<file path="config.mk">
export PLATFORM = sky130hd
export DESIGN_NAME = gslcd_timing
export DESIGN_NICKNAME = d
export VERILOG_FILES = /design/src/rtl/gslcd_pkg.sv /design/src/rtl/gslcd_axis_counter.sv /design/src/rtl/gslcd_timing.sv
export SDC_FILE = /design/constraint.sdc
export NUM_CORES = 1
export LEC_CHECK = 0
export BUFFER_PORTS_ARGS = -buffer_cell sky130_fd_sc_hd__buf_2
export CAP_MARGIN = 15
export CORE_ASPECT_RATIO = 0.75
export CORE_MARGIN = 10
export CORE_UTILIZATION = 45
export CTS_CLUSTER_DIAMETER = 60
export DETAILED_ROUTE_END_ITERATION = 8
export PLACE_DENSITY = 0.69
export SLEW_MARGIN = 20
export SYNTH_ARGS = -nofsm -noshare
export SYNTH_HDL_FRONTEND = slang
export SYNTH_SLANG_ARGS = --single-unit
export TNS_END_PERCENT = 1
</file>
<file path="constraint.sdc">
create_clock -name pclk_clk -period 2.1 [get_ports pclk_clk]
set_input_delay 0.42 -clock pclk_clk [delete_from_list [all_inputs] [get_ports pclk_clk]]
set_output_delay 0.42 -clock pclk_clk [all_outputs]
set_load 0.03 [all_outputs]
</file>
<file path="src/rtl/gslcd_pkg.sv">
// Shared timing defaults and helpers for the GameSlab LCD raster timing generator.
package gslcd_pkg;

    // Default horizontal segments, in pixel clocks
    localparam int unsigned GSLCD_H_ACTIVE = 320;
    localparam int unsigned GSLCD_H_FP     = 20;
    localparam int unsigned GSLCD_H_SYNC   = 30;
    localparam int unsigned GSLCD_H_BP     = 38;

    // Default vertical segments, in lines
    localparam int unsigned GSLCD_V_ACTIVE = 240;
    localparam int unsigned GSLCD_V_FP     = 4;
    localparam int unsigned GSLCD_V_SYNC   = 3;
    localparam int unsigned GSLCD_V_BP     = 15;

    // Derived totals for the default raster
    localparam int unsigned GSLCD_H_TOTAL =
        GSLCD_H_ACTIVE + GSLCD_H_FP + GSLCD_H_SYNC + GSLCD_H_BP;
    localparam int unsigned GSLCD_V_TOTAL =
        GSLCD_V_ACTIVE + GSLCD_V_FP + GSLCD_V_SYNC + GSLCD_V_BP;

    // Sync polarity: 1 = asserted high, 0 = asserted low
    localparam bit GSLCD_SYNC_ACTIVE_HIGH = 1'b0;

    // Counter width for a 0..total-1 counter, never narrower than one bit
    function automatic int unsigned cnt_width(input int unsigned total);
        return (total > 32'd1) ? 32'($clog2(total)) : 32'd1;
    endfunction

endpackage

</file>
<file path="src/rtl/gslcd_axis_counter.sv">
// One raster axis: wrap counter plus active/sync segment decode.
// Segment order along the axis is active, front porch, sync, back porch.
module gslcd_axis_counter
    import gslcd_pkg::*;
#(
    parameter  int unsigned ACTIVE = 1,
    parameter  int unsigned FP     = 0,
    parameter  int unsigned SYNC   = 1,
    parameter  int unsigned BP     = 0,
    localparam int unsigned TOTAL  = ACTIVE + FP + SYNC + BP,
    localparam int unsigned W      = cnt_width(TOTAL)
) (
    input  logic         clk,
    input  logic         rst,
    input  logic         advance,
    input  logic         clear,
    output logic [W-1:0] count,
    output logic         wrap_c,
    output logic         in_active_c,
    output logic         in_sync_c
);

    localparam logic [W-1:0] LAST       = W'(TOTAL - 1);
    localparam int unsigned  SYNC_START = ACTIVE + FP;
    localparam int unsigned  SYNC_END   = ACTIVE + FP + SYNC;

    // Segment decode of the current count
    always_comb begin
        wrap_c      = advance && (count == LAST);
        in_active_c = 32'(count) < ACTIVE;
        in_sync_c   = (32'(count) >= SYNC_START) && (32'(count) < SYNC_END);
    end

    // Count register: clear has priority, otherwise step and wrap on advance
    always_ff @(posedge clk or posedge rst) begin
        if (rst) begin
            count <= '0;
        end else if (clear) begin
            count <= '0;
        end else if (advance) begin
            count <= wrap_c ? '0 : count + W'(1);
        end
    end

endmodule

</file>
<file path="src/rtl/gslcd_timing.sv">
// Raster timing generator: registered hsync, vsync and active strobes in the
// pixel-clock domain. Defining GSLCD_TIMING_POS_EN adds io_x/io_y position
// outputs aligned with io_active.
module gslcd_timing
    import gslcd_pkg::*;
#(
    parameter  int unsigned H_ACTIVE         = GSLCD_H_ACTIVE,
    parameter  int unsigned H_FP             = GSLCD_H_FP,
    parameter  int unsigned H_SYNC           = GSLCD_H_SYNC,
    parameter  int unsigned H_BP             = GSLCD_H_BP,
    parameter  int unsigned V_ACTIVE         = GSLCD_V_ACTIVE,
    parameter  int unsigned V_FP             = GSLCD_V_FP,
    parameter  int unsigned V_SYNC           = GSLCD_V_SYNC,
    parameter  int unsigned V_BP             = GSLCD_V_BP,
    parameter  bit          SYNC_ACTIVE_HIGH = GSLCD_SYNC_ACTIVE_HIGH,
    localparam int unsigned H_TOTAL          = H_ACTIVE + H_FP + H_SYNC + H_BP,
    localparam int unsigned V_TOTAL          = V_ACTIVE + V_FP + V_SYNC + V_BP,
    localparam int unsigned HW               = cnt_width(H_TOTAL),
    localparam int unsigned VW               = cnt_width(V_TOTAL)
) (
    input  logic          pclk_clk,
    input  logic          pclk_reset,
    input  logic          io_enable,
    output logic          io_hsync,
    output logic          io_vsync,
`ifdef GSLCD_TIMING_POS_EN
    output logic          io_active,
    output logic [HW-1:0] io_x,
    output logic [VW-1:0] io_y
`else
    output logic          io_active
`endif
);

    localparam logic SYNC_ON  = SYNC_ACTIVE_HIGH;
    localparam logic SYNC_OFF = ~SYNC_ACTIVE_HIGH;

    logic [HW-1:0] h_count;
    logic [VW-1:0] v_count;
    logic          h_wrap_c;
    logic          h_active_c;
    logic          h_sync_c;
    logic          v_wrap_unused;
    logic          v_active_c;
    logic          v_sync_c;
    logic          idle_c;

    assign idle_c = !io_enable;

    // Horizontal axis: steps every enabled pixel clock
    gslcd_axis_counter #(
        .ACTIVE (H_ACTIVE),
        .FP     (H_FP),
        .SYNC   (H_SYNC),
        .BP     (H_BP)
    ) u_h_axis (
        .clk         (pclk_clk),
        .rst         (pclk_reset),
        .advance     (io_enable),
        .clear       (idle_c),
        .count       (h_count),
        .wrap_c      (h_wrap_c),
        .in_active_c (h_active_c),
        .in_sync_c   (h_sync_c)
    );

    // Vertical axis: steps on each horizontal wrap, so vsync edges sit at h = 0
    gslcd_axis_counter #(
        .ACTIVE (V_ACTIVE),
        .FP     (V_FP),
        .SYNC   (V_SYNC),
        .BP     (V_BP)
    ) u_v_axis (
        .clk         (pclk_clk),
        .rst         (pclk_reset),
        .advance     (h_wrap_c),
        .clear       (idle_c),
        .count       (v_count),
        .wrap_c      (v_wrap_unused),
        .in_active_c (v_active_c),
        .in_sync_c   (v_sync_c)
    );

    // Output strobes: load decode of the current position, inactive when idle
    always_ff @(posedge pclk_clk or posedge pclk_reset) begin
        if (pclk_reset) begin
            io_active <= 1'b0;
            io_hsync  <= SYNC_OFF;
            io_vsync  <= SYNC_OFF;
        end else if (!io_enable) begin
            io_active <= 1'b0;
            io_hsync  <= SYNC_OFF;
            io_vsync  <= SYNC_OFF;
        end else begin
            io_active <= h_active_c && v_active_c;
            io_hsync  <= h_sync_c ? SYNC_ON : SYNC_OFF;
            io_vsync  <= v_sync_c ? SYNC_ON : SYNC_OFF;
        end
    end

`ifdef GSLCD_TIMING_POS_EN
    // Position outputs: the h/v pair that produced the current strobes
    always_ff @(posedge pclk_clk or posedge pclk_reset) begin
        if (pclk_reset) begin
            io_x <= '0;
            io_y <= '0;
        end else if (!io_enable) begin
            io_x <= '0;
            io_y <= '0;
        end else begin
            io_x <= h_count;
            io_y <= v_count;
        end
    end
`else
    // Counts are only consumed by the position outputs
    logic unused_counts;
    assign unused_counts = ^{h_count, v_count};
`endif

endmodule

</file>
==> impl_metrics.json <==
{
  "crit_family": "simple AND/OR/NAND/NOR gates",
  "place_hpwl_um": 1690,
  "cts_resized": 0,
  "async_flop_share": 1.00,
  "grt_pass1_vias": 832,
  "die_h_um": 63.0,
  "avgRoutedWirePerCell_um": 14.2,
  "post-synth-top-count-cell": "dfrtp_1",
  "fin_skew_ns": 0.00444,
  "syn_to_final_growth_pct": 8.80,
  "grt_pass1_wl_um": 4060,
  "yosys_register_bits": 21,
  "htree_levels": 1,
  "synth_top_area_frac": 0.429,
  "post_cts_buffers": 0,
  "dieArea_sq_um": 4870,
  "p_leak_nw": 0.499,
  "dr.pass1.iters": 4,
  "cts.sinks": 21,
  "core-area_sq_um": 2330,
  "synth_compound_area_frac": 0.109,
  "synthXorXnorAreaFrac": 0.0553,
  "cts_tree": "done",
  "synth_area_leaders": "dfrtp_1 43%, dfstp_2 4.7%, nand2_1 4.7%",
  "overflow": 0,
  "cp-start-kind": "flop",
  "muxShareOfSynthArea": 0,
  "cp-end-kind": "flop",
  "ys_warn_count": 0,
  "synth_top_family_by_area": "simple AND/OR/NAND/NOR gates",
  "syn_avg_cell_area_sq_um": 9.32,
  "n_fill_cell": 230,
  "timing.critical_path.cells": "ha_1 -> nand4b_1 -> or4_4 -> or4b_1 -> a21oi_1",
  "yosys.area_share.simple": 0.279,
  "synthFlopType": "dfrtp_1",
  "syn_inst": 119,
  "maxCapViolCount": 0,
  "row_count": 15,
  "seq_area_frac_synth": 0.476,
  "report.final.slew_viol_count": 0,
  "rsz0062_at_grt": "false",
  "cp_max_fo": 14,
  "fin_hold_ws_ns": 0.220,
  "antenna_cells": 0,
  "finalCritPeriodShare": 0.953,
  "multiInputGateArea_sq_um": 542,
  "yosysTopAreaCell": "dfrtp_1",
  "start_util": 0.476,
  "ff2ff_path_depth": 5,
  "fin_crit_ns": 2.00,
  "yosys.cell_types.count": 33,
  "placed_cell_area_sq_um": 1180,
  "cpPeakStageDelay_ns": 0.53,
  "fin_util": 0.518,
  "tightest_slew_ns": 0.776,
  "stdcell_area_sq_um": 1210,
  "synthTopCellsByCount": "19 x dfrtp_1, 14 x nand2_1, 10 x nand3_1, 9 x a21oi_1, 8 x nor2_1",
  "crit_type": "flop to flop",
  "drc": 0,
  "relSlewSlack": 0.482,
  "clock_latency_ns": 0.31,
  "syn_nets": 126,
  "cts_buffers": 3,
  "r2r_end": "u_v_axis.count[5]$_DFFE_PP0P_",
  "netlist_area_sq_um": 1110,
  "power.density_nw_per_um2": 540,
  "grt_max_degree": 22,
  "fmax_mhz": 500,
  "antenna_found_initial": 0,
  "viasPerCell": 5.58,
  "path_clk_slew_ns": 0.12,
  "cp_num_buf_inv": 0,
  "port_buffers": 5,
  "seq_area_sq_um": 528,
  "setup_viol": 0,
  "cts-root-buf": "clkbuf_4",
  "drtIter0Drc": 59,
  "cp.arrival_ns": 2.25,
  "gp_congestion": 0.848,
  "finalSetupTns_ns": 0,
  "postCtsHoldBufs": 0,
  "r2r-start": "u_h_axis.count[0]$_DFF_PP0_",
  "holdCritPathClass": "primary input to async pin",
  "r2r_slack_ns": 0.1,
  "status": "complete, no violations",
  "totalWireLength_um": 2290,
  "die-width_um": 77.3,
  "synth-edff-count": 0,
  "nNetsFinal": 135,
  "hold_viol": 0,
  "slowest_stage": "or4b_1",
  "dr_total_vias": 898,
  "detail-route-antenna-nets": 0,
  "required_ns": 2.35,
  "drive_gt1_frac": 0.126,
  "pin_count": 6,
  "ir_drop_uv": 298,
  "clock_path_buffers": 2,
  "synthAdderAreaFrac": 0.0451,
  "track_usage": 0.0997
}
==> layout make-up <==
type,count,area share
Inverter,5,0.0156
Sequential cell,21,0.438
Clock buffer,3,0.0187
Tap cell,34,0.0353
Multi-Input combinational cell,89,0.449
Clock inverter,1,0.00415
Timing Repair Buffer,8,0.0394
==> registers in the layout, summed over array words and instances (netlist names) <==
signal          count
io_active           1
io_hsync            1
io_vsync            1
u_h_axis.count      9
u_v_axis.count      9
==> cell families after synthesis <==
logic type / count (synthesis)
simple gates: 57
compound gates: 21
flops: 21
buf+inv: 9
xor+xnor: 7
fa+ha+maj: 4
==> stage by stage <==
stage | setup WS (ns) | instances | power [mW]
2_1_floorplan | 0.231 | 119 | 0.447
3_3_place_gp | 0.201 | 157 | 0.459
3_5_place_dp | 0.113 | 157 | 0.459
4_1_cts | 0.0884 | 161 | 0.656
5_1_grt | 0.0139 | 161 | 0.680
6_report | 0.0984 | 161 | 0.651
==> how the worst max path moves through the flow <==
stage                           startpoint                            end  cells past startpoint
2_1_floorplan  u_h_axis.count[0]$_DFF_PP0_  u_v_axis.count[5]$_DFFE_PP0P_                      5
3_5_place_dp   u_h_axis.count[0]$_DFF_PP0_  u_v_axis.count[5]$_DFFE_PP0P_                      5
6_report       u_h_axis.count[0]$_DFF_PP0_  u_v_axis.count[5]$_DFFE_PP0P_                      5
5_1_grt        u_h_axis.count[0]$_DFF_PP0_  u_v_axis.count[5]$_DFFE_PP0P_                      5
3_3_place_gp   u_h_axis.count[0]$_DFF_PP0_  u_v_axis.count[5]$_DFFE_PP0P_                      5
4_1_cts        u_h_axis.count[0]$_DFF_PP0_  u_v_axis.count[5]$_DFFE_PP0P_                      5
==> placed cells by master (no fill, tap or decap), types with 3 or more instances in the layout <==
master,Yosys,routed
o22ai_1,3,3
nand2_1,14,14
xor2_1,6,6
o21ai_0,5,5
clkbuf_4,0,3
nor2_1,8,8
inv_1,4,4
dfrtp_1,19,19
or3_1,4,4
nand4_1,4,4
ha_1,4,4
buf_4,1,3
buf_2,1,5
a21oi_1,9,9
nand3_1,10,10
and3_1,4,4
==> routing by layer <==
metal,routed length [um],share of wire,global-route usage
met2,959,0.42,0.144
met3,151,0.066,0.0417
met1,1150,0.50,0.132
met5,0,0,0
met4,27,0.012,0.0273
==> where the power goes <==
part           internal, mW  total (mW)  switching, mW  leakage, nW
sequential            0.410       0.418        0.00763        0.282
clock                0.0714       0.200          0.128       0.0177
combinational        0.0100      0.0336         0.0236        0.199
Power figures use the tool's default switching activity.
